`src/rtl/alu_batch_packer.sv`:
```
// ============================================================================
// alu_batch_packer : packs {a,b,op} requests into a lane-packed batch word
// Revision: 1.0
// ============================================================================
`default_nettype none

module alu_batch_packer #(
  parameter  int LANES  = 6,
  parameter  int LANE_W = 10,
  parameter  int OUT_W  = 128,
  localparam int CNT_W  = $clog2(LANES + 1)
) (
  input  logic               clk,
  input  logic               rst_n,
  input  logic               req_valid,
  output logic               req_ready,
  input  logic [3:0]         req_a,
  input  logic [3:0]         req_b,
  input  logic [1:0]         req_op,
  input  logic               flush,
  output logic               bat_valid,
  input  logic               bat_ready,
  output logic [OUT_W-1:0]   bat_data,
  output logic [CNT_W-1:0]   bat_count,
  output logic [LANES-1:0]   bat_mask
);

  localparam int DATA_W = LANES * LANE_W;

  typedef enum logic [0:0] {
    FILL = 1'b0,
    HOLD = 1'b1
  } state_t;

  state_t              r_state, w_state_nxt;
  logic [CNT_W-1:0]    r_cnt,   w_cnt_nxt;
  logic [DATA_W-1:0]   r_data,  w_data_nxt;
  logic [LANES-1:0]    r_mask,  w_mask_nxt;
  logic                w_accept;

  always_ff @(posedge clk or negedge rst_n) begin
    if (!rst_n) begin
      r_state <= FILL;
      r_cnt   <= '0;
      r_data  <= '0;
      r_mask  <= '0;
    end else begin
      r_state <= w_state_nxt;
      r_cnt   <= w_cnt_nxt;
      r_data  <= w_data_nxt;
      r_mask  <= w_mask_nxt;
    end
  end

  assign w_accept = req_valid && (r_state == FILL);

  always_comb begin
    w_state_nxt = r_state;
    w_cnt_nxt   = r_cnt;
    w_data_nxt  = r_data;
    w_mask_nxt  = r_mask;
    unique case (r_state)
      FILL: begin
        if (w_accept) begin
          for (int i = 0; i < LANES; i++) begin
            if (r_cnt == CNT_W'(i)) begin
              w_data_nxt[LANE_W*i +: LANE_W] = {req_a, req_b, req_op};
              w_mask_nxt[i]                  = 1'b1;
            end
          end
          w_cnt_nxt = r_cnt + CNT_W'(1);
        end
        // A flush closes the batch only if it will hold at least one lane.
        if ((w_accept && (r_cnt == CNT_W'(LANES - 1))) ||
            (flush && ((r_cnt != '0) || w_accept))) begin
          w_state_nxt = HOLD;
        end
      end
      HOLD: begin
        if (bat_ready) begin
          w_state_nxt = FILL;
          w_cnt_nxt   = '0;
          w_data_nxt  = '0;
          w_mask_nxt  = '0;
        end
      end
      default: w_state_nxt = FILL;
    endcase
  end

  assign req_ready = (r_state == FILL);
  assign bat_valid = (r_state == HOLD);
  assign bat_count = (r_state == HOLD) ? r_cnt : '0;
  assign bat_mask  = r_mask;

  always_comb begin
    bat_data             = '0;
    bat_data[DATA_W-1:0] = r_data;
  end

endmodule

`default_nettype wire

```
`config.mk`:
```
export PLATFORM = sky130hd
export DESIGN_NAME = alu_batch_packer
export DESIGN_NICKNAME = d
export VERILOG_FILES = /design/src/rtl/alu_batch_packer.sv
export SDC_FILE = /design/constraint.sdc
export NUM_CORES = 1
export LEC_CHECK = 0
export ABC_CLOCK_PERIOD_IN_PS = 1820
export CAP_MARGIN = 40
export CORE_MARGIN = 3
export CORE_UTILIZATION = 42
export CTS_CLUSTER_DIAMETER = 120
export DETAILED_ROUTE_END_ITERATION = 7
export HOLD_SLACK_MARGIN = 0.03
export PLACE_DENSITY = 0.8
export SETUP_SLACK_MARGIN = 0.2
export SYNTH_ARGS = -nofsm -noshare
export SYNTH_HDL_FRONTEND = slang
export SYNTH_SLANG_ARGS = --single-unit
export TNS_END_PERCENT = 50
```
`constraint.sdc`:
```
create_clock -name clk -period 1.82 [get_ports clk]
set_input_delay 0.364 -clock clk [delete_from_list [all_inputs] [get_ports clk]]
set_output_delay 0.364 -clock clk [all_outputs]
set_load 0.05 [all_outputs]
```
# Word level (Yosys, flattened, before mapping)
# Index checks and enable logic that the tools add are counted.
# Widths: inputs -> output; s select.
[classes] addsub=1 eq_ne=13 muxes=25 bitwise=1 n_reduce_logical=14
[op_table] op="$mux 60" n=2
[op_table] op="$pmux 60 s2" n=1
[op_table] op="$mux 10" n=6
[op_table] op="$reduce_and 3->1" n=6
[op_table] op="$ne 2x1->1 const B" n=7
[op_table] op="$mux 6" n=2
[op_table] op="$pmux 6 s2" n=1
[op_table] op="$mux 3" n=3
[op_table] op="$mux 1" n=8
[op_table] op="$eq 3x2->1 const B" n=2
[op_table] op="$eq 3x3->1 const B" n=2
[op_table] op="$pmux 3 s2" n=1
[op_table] op="$add 3x1->3 const B" n=1
[op_table] op="$eq 3x1->1 const B" n=1
[op_table] op="$logic_and 1x1->1" n=3
[op_table] op="$logic_not 3->1" n=1
[op_table] op="$reduce_bool 3->1" n=1
[op_table] op="$logic_or 1x1->1" n=2
[op_table] op="$ne 2x2->1 const B" n=1
[op_table] op="$pmux 1 s2" n=1
[op_table] op="$reduce_and 2->1" n=1
[op_table] op="$not 1->1" n=1
[totals] reg_bits=70 in_bits=15 output_inout_bits=139 wordCells=68

# Longest topological paths before layout
# Gate-level depths: netlist of the first run.
[logic_depth] depth_word=7 mapped_depth=6 depth_no_buf=5

# Worst setup path before layout of the first run
# No wires, ideal clock.
[synth_path] kind="flip-flop to output port" startpoint="register r_state, in the netlist bat_valid" endpoint="output port bat_count[2]" arrival_ps=1811 t_required_ps=1456 setup_slack_ps=-355 stages_incl_launch_ff=4 n_path_buf=1 path_cell_list="dfrtp_1 -> buf_6 -> inv_1 -> nor2_1"
[synth_between] elab_chain_cells=1
[synth_rtl] item="start, declared" line="35" rtl="state_t r_state, w_state_nxt;"
[synth_rtl] item="start signal, assigned" line="48" rtl="r_state <= w_state_nxt;"
[synth_rtl] item="$mux 3" line="93" rtl="assign bat_count = (r_state == HOLD) ? r_cnt : '0;"
[synth_rtl] item="end, declared" line="24" rtl="output logic [CNT_W-1:0] bat_count,"
# Every way passes these cells.

# Worst setup path in the final report of the first run
[layout_path] startpoint="register r_cnt[2]" endpoint="output port bat_count[2]"
[layout_between] elab_chain_cells=1
[layout_rtl] item="start, declared" line="36" rtl="logic [CNT_W-1:0] r_cnt, w_cnt_nxt;"
[layout_rtl] item="start signal, assigned" line="49" rtl="r_cnt <= w_cnt_nxt;"
[layout_rtl] item="$mux 3" line="93"
# Every way passes these cells.

==> results of run 1 <==
[layer usage]
layer | GRT usage (%) | wire length [um]
met5 | 0 | 0
met4 | 6.07 | 142
met3 | 3.66 | 588
met2 | 28.0 | 4070
met1 | 22.0 | 3290
[power by group]
group          internal (mW)  leakage [nW]  total, mW  switching, mW
sequential              2.03         0.947       2.34          0.313
combinational           1.14          1.16       4.00           2.86
clock                  0.526        0.0861       1.08          0.553
total                   3.70          2.19       7.42           3.72
[synthesized netlist by cell type (2+ instances only)]
library cell    n
a21o_1          6
and4bb_1        2
buf_2          12
buf_4          71
buf_6           6
dfrtp_1        70
ha_1            5
inv_1           7
nand2_1       123
o21ai_0        48
o21ai_1         5
o21ai_2         9
o22ai_1         2
[how the worst max path moves through the flow]
stage / depth (start not counted) / from / to
floorplan: 3 / bat_valid / bat_count[2]
global placement: 3 / req_valid / r_data[44]
detailed placement: 3 / req_valid / r_data[48]
CTS: 3 / r_cnt[2] / bat_count[2]
global route: 3 / r_cnt[2] / bat_count[2]
finish: 3 / r_cnt[2] / bat_count[2]
[critical path: stages, from the launching register on]
cell and delay [ps]:
dfrtp_1 440, inv_1 130, nor2_4 140, buf_12 140
[metrics by stage]
stage	area, um2	hold slack (ps)
finish	4280	483
global route	4280	520
CTS	4280	487
detailed placement	4080	322
global placement	4080	316
floorplan	3760	68.4
[cells by family (layout without fill, tap and decap cells)]
group | count (synthesis) | in the layout | synth area share [%]
adder cells (fa/ha/maj) | 5 | 5 | 1.79
flip-flops | 70 | 70 | 50.0
other | 1 | 68 | 0.107
AO/OA/AOI/OAI | 72 | 72 | 11.9
multiplexers | 1 | 1 | 0.286
XOR/XNOR | 1 | 1 | 0.250
AND/OR/NAND/NOR | 133 | 133 | 16.0
buffers and inverters | 96 | 119 | 19.6
[flip-flops by register name, summed over array words and instances (netlist names)]
name       count
r_data        60
bat_valid      1
r_cnt          3
bat_mask       6
[final cells by class]
class                   count  area share, %
clock inverters             4          0.526
flip-flops and latches     70           41.0
multi-input cells         280           30.9
well taps                 102           2.98
inverters                   7          0.614
repair buffers             96           20.6
clock buffers              12           3.39
[what timing repair did]
item / in CTS / in global routing
endpoints found under the setup margin: 1 / 4
endpoints found under the hold margin: 29 / 0
setup buffers: 2 / 0
resized for setup: 0 / 1
hold buffers: 1 / 0
==> run_results.csv, run 1 <==
group,metric,value,unit
timing,grt_setup_unrepaired,"no",
synthesis,post_synth_instance_area,3500,um2
synthesis,ys_dominant_reg_cell,"dfrtp_1",
drt,drt_iter0_markers,96,
final_layout,filler_cell_count,743,
floorplan,width_of_the_die,97.3,um
status,status,"completed",
floorplan,core-area,7930,um2
final_layout,multi_input_comb_area,1320,um2
final_layout,final_layout_size_suffix_gt1_share,23.9,%
worst_setup_path,timing.reg2reg.worst_path_depth,6,
drt,route.antenna.remaining_nets,0,
min_path,whs_path_cells,1,
synthesis,ys_types,26,
synthesis,yosysTopAreaCell,"dfrtp_1",
grt,overflow_after_grt,0,
drt,vias,2600,
final_layout,leading_cell_type_in_the_layout_fill_and_taps_excluded,"nand2_1",
floorplan,core.rowCount,32,
drt,drt_pre_antenna_iters,4,
grt,grt.total_usage,16.9,%
timing,fin_crit,1540,ps
drt,drc_errors,0,
synthesis,syn_avg_cell_area,9.24,um2
synthesis,synthArstFlopShare,100,%
worst_setup_path,timing.setup.critical_path_class,"reg2out",
timing,worst_clock_skew,7.90,ps
final_layout,commonest_non_fill_non_tap_cells_in_the_layout,"nand2_1, buf_4, dfrtp_1",
placed_design,number_of_buffers_inserted_by_port_buffering,85,
final_layout,final_core_utilization,54.0,%
clock_tree,numCtsBuffers,9,
drt,detail_route.wl_per_cell,14.2,um
placed_design,finalWeightedCongestion,0.765,
drt,vias_per_cell,4.55,
floorplan,die-height,97.3,um
min_path,worst_hold_path.endpoint,"bat_mask[0]",
worst_setup_path,critPathLaunchType,"flip-flop",
synthesis,synth-edff-count,0,
final_layout,antenna-diode-count,0,
timing,final_max_slew_viol_count,0,
power,fin_total_pwr,7.42,mW
placed_design,pre_cts_ws,29.7,ps
timing,setup_total_negative_slack,0,ps
clock_tree,cts_htree_levels,3,
grt,largest_net_degree_at_the_start_of_global_routing,47,
power,vdd_ir_drop_max,0.775,mV
clock_tree,cts-root-buf,"clkbuf_8",
worst_setup_path,setup.reg_to_reg.worst_slack,330,ps
timing,period_share,84.5,%
clock_tree,cts.reportedPaths.clkPinSlew,70,ps
worst_setup_path,launch_point_of_the_worst_reg_to_reg_path,"r_cnt[0]",
clock_tree,clock_tree_from_tritoncts,"built",
clock_tree,cts.sinks,70,
floorplan,floorplan.die_area,9470,um2
floorplan,floorplan.initialDensity,44.2,%
worst_setup_path,crit_arrival,1170,ps
synthesis,post_synth_inst_count,379,
grt,antenna_found_initial,0,
grt,first_global_vias,2463,
synthesis,synth_largest_type_area_fraction,50.0,%
drt,route.final.wire_length,8.09,mm
timing,post-route-worst-setup-slack,282,ps
run,drv.max_cap_violation_count,0,
synthesis,yosys_register_bits,70,
clock_tree,clock_latency_of_the_later_clocked_register_in_the_worst_skew_pair,330,ps
final_layout,nNetsFinal,484,
worst_setup_path,critPathMaxFanout,7,
final_layout,finish.cell_count_without_fillers,571,
placed_design,dpl.cell_count,552,
min_path,hold_path.startpoint,"bat_mask[0]",
worst_setup_path,timing.critical_path.required,1460,ps
min_path,hp-class,"reg2reg",
final_layout,layout_overhead_on_the_synthesized_area,22.2,%
grt,first_pass_grt_wire_length,12.8,mm
power,power.density_cell_area,1730,nW/um2
placed_design,post_dp_hpwl,5.79,mm
power,leakage_power_total,2.19,nW
timing,finalHoldViolCount,0,
worst_setup_path,worstSetupEndpointType,"output pin",
final_layout,layout.area.seq,1750,um2
synthesis,synth.yosys.warnings,0,
floorplan,ports_placed_on_the_boundary,154,
synthesis,synth.top_cells.by_area,"dfrtp_1, buf_4, nand2_1",
synthesis,seq_area_frac_synth,50.0,%
timing,finalSetupViolations,0,
worst_setup_path,rr_endpoint,"r_data[39]",
timing,fmax,650,MHz
clock_tree,cts-root-to-sink-buffers,2,
Note: power is estimated with default switching activity, not from simulation.
==> run 2: changes to the inputs <==
--- a/config.mk
+++ b/config.mk
@@ -5,14 +5,14 @@
 export SDC_FILE = /design/constraint.sdc
 export NUM_CORES = 1
 export LEC_CHECK = 0
-export ABC_CLOCK_PERIOD_IN_PS = 1820
+export ABC_CLOCK_PERIOD_IN_PS = 1300
 export CAP_MARGIN = 40
 export CORE_MARGIN = 3
-export CORE_UTILIZATION = 42
+export CORE_UTILIZATION = 38
 export CTS_CLUSTER_DIAMETER = 120
 export DETAILED_ROUTE_END_ITERATION = 7
 export HOLD_SLACK_MARGIN = 0.03
-export PLACE_DENSITY = 0.8
+export PLACE_DENSITY = 0.77
 export SETUP_SLACK_MARGIN = 0.2
 export SYNTH_ARGS = -nofsm -noshare
 export SYNTH_HDL_FRONTEND = slang
==> constraint.sdc (replaced) <==
create_clock -name clk -period 1.3 [get_ports clk]
set_input_delay 0.26 -clock clk [delete_from_list [all_inputs] [get_ports clk]]
set_output_delay 0.26 -clock clk [all_outputs]
set_load 0.05 [all_outputs]
==> run 2 against run 1 <==
The flow now finishes with violations (negative setup slack). Worst setup slack got worse by 510 ps. First-iteration DRC count rose by 69%. Routed wire length rose by 23%. Sequential power up 56%. Cell count increased by 6.8%. Largest cell class is now buffers. Largest power group unchanged.
==> run_results.csv, run 2 (synthesis results as in run 1) <==
group,metric,value,unit
status,status,"finished with violations",
status,violations,"negative setup slack",
worst_setup_path,cell_family_contributing_the_most_delay_on_the_critical_path,"buffers and inverters",
floorplan,ports_placed_on_the_boundary,154,
grt,overflow_after_grt,0,
timing,finalSetupViolations,72,
final_layout,layout_overhead_on_the_synthesized_area,64.6,%
grt,first_pass_grt_wire_length,14.7,mm
timing,finalHoldViolCount,0,
timing,final_max_slew_viol_count,0,
clock_tree,cts.sinks,70,
power,leakage_power_total,2.69,nW
worst_setup_path,critical-path-slowest-cell,"dfrtp_1",
final_layout,largest_register,"r_data",
min_path,hp-class,"in2async",
clock_tree,clock_tree_from_tritoncts,"built",
grt,antenna_found_initial,0,
placed_design,pre_cts_ws,-323,ps
drt,vias_per_cell,4.74,
worst_setup_path,worstSetupEndpointType,"flip-flop",
worst_setup_path,timing.critical_path.required,1550,ps
floorplan,width_of_the_die,102,um
power,swShare,44.8,%
timing,grt_setup_unrepaired,"yes",
grt,largest_net_degree_at_the_start_of_global_routing,27,
placed_design,finalWeightedCongestion,0.811,
run,drv.max_cap_violation_count,0,
grt,first_global_vias,2806,
floorplan,die-height,102,um
drt,drt_pre_antenna_iters,4,
drt,drc_errors,0,
placed_design,dpl.cell_count,573,
floorplan,floorplan.initialDensity,39.6,%
clock_tree,numCtsBuffers,9,
worst_setup_path,critPathLaunchType,"flip-flop",
drt,route.antenna.remaining_nets,0,
timing,post-route-worst-setup-slack,-229,ps
power,fin_total_pwr,13.6,mW
worst_setup_path,critPathMaxFanout,6,
timing,fmax,654,MHz
timing,period_share,118,%
clock_tree,cts.reportedPaths.clkPinSlew,70,ps
drt,vias,2889,
final_layout,finish.cell_count_without_fillers,610,
drt,drt_iter0_markers,162,
final_layout,antenna-diode-count,0,
power,intPower,7.52,mW
clock_tree,cts_htree_levels,3,
timing,worst_clock_skew,7.65,ps
timing,fin_hold_ws,387,ps
final_layout,final_cell_area,5760,um2
placed_design,number_of_buffers_inserted_by_port_buffering,85,
final_layout,leading_cell_type_in_the_layout_fill_and_taps_excluded,"nand2_1",
final_layout,commonest_non_fill_non_tap_cells_in_the_layout,"nand2_1, buf_12, dfrtp_1",
timing,fin_crit,1530,ps
floorplan,core-area,8850,um2
power,share_seq_of_total_power,26.7,%
final_layout,nNetsFinal,519,
power,power.density_cell_area,2360,nW/um2
floorplan,core.rowCount,34,
clock_tree,cts-root-buf,"clkbuf_8",
power,comb_power_share,62.4,%
final_layout,largest_reg_flops,60,
clock_tree,cts-root-to-sink-buffers,2,
floorplan,floorplan.die_area,10400,um2
final_layout,final_layout_size_suffix_gt1_share,38.6,%
grt,grt.total_usage,18.6,%
worst_setup_path,crit_arrival,1780,ps
worst_setup_path,worstPathBufferInverterCount,4,
worst_setup_path,library_cell_appearing_most_often_on_the_critical_path,"buf_6",
worst_setup_path,timing.setup.critical_path_class,"reg2reg",
drt,route.final.wire_length,9.92,mm
power,p_switching,6.11,mW
power,vdd_ir_drop_max,1.51,mV
power,clock_power_share,10.9,%
drt,detail_route.wl_per_cell,16.3,um
worst_setup_path,slowest_delay,410,ps
clock_tree,clock_latency_of_the_later_clocked_register_in_the_worst_skew_pair,330,ps
placed_design,placed_area,5120,um2
worst_setup_path,cells_traversed_along_the_worst_timing_path,"buf_6 > inv_6 > ha_4 > and4bb_2 > buf_6 > buf_12 > nand2_2 > o21ai_1",
final_layout,final_core_utilization,65.1,%
placed_design,post_dp_hpwl,6.50,mm
timing,setup_total_negative_slack,-10410,ps
## run 2: what timing repair did
action / 4_1_cts / 5_1_grt
pin swaps: 2 / 8
buffers inserted: 11 / 1
setup endpoints to repair: 140 / 141
hold endpoints to repair: 22 / 0
hold buffers: 1 / 0
gates cloned: 7 / 3
gates resized for setup: 44 / 35
## run 2: final timing paths
kind,from,end,slack (ps),cells past startpoint
max,r_cnt[1],r_data[2],-230,8
min,rst_n,r_data[41],390,2
max reg2reg,r_cnt[1],r_data[2],-230,8
min reg2reg,bat_mask[5],bat_mask[5],550,1
max in group asynchronous,rst_n,r_data[36],450,3
min in group clk,bat_mask[5],bat_mask[5],550,1
## run 2: power by group through the flow
stage | clock (mW) | combinational [mW] | sequential (mW)
finish | 1.48 | 8.50 | 3.64
global route | 1.60 | 8.85 | 3.72
CTS | 1.49 | 8.14 | 3.64
detailed placement | 0 | 7.39 | 3.68
global placement | 0 | 7.27 | 3.65
floorplan | 0 | 2.02 | 5.42
## run 2: final cells by class
type                    instances  area [um2]
clock buffers                  12         145
clock inverters                 2        10.0
fillers                       654        3090
inverters                       7        43.8
multi-input cells             283        1520
flip-flops and latches         70        1750
well taps                     108         135
repair buffers                128        2160
## run 2: metal layers
layer | up-vias | wire length [um] | track usage, %
met1 | 1386 | 3780 | 23.6
met4 | 0 | 179 | 6.46
met5 | - | 0 | 0
met2 | 150 | 5100 | 31.1
met3 | 20 | 862 | 4.37
li1 | 1333 | - | -
## run 2: worst reg2reg max path, stage by stage (launching register included)
cell	delay, ps
dfrtp_1	410
buf_6	140
inv_6	60
ha_4	140
and4bb_2	290
buf_6	140
buf_12	120
nand2_2	60
o21ai_1	90
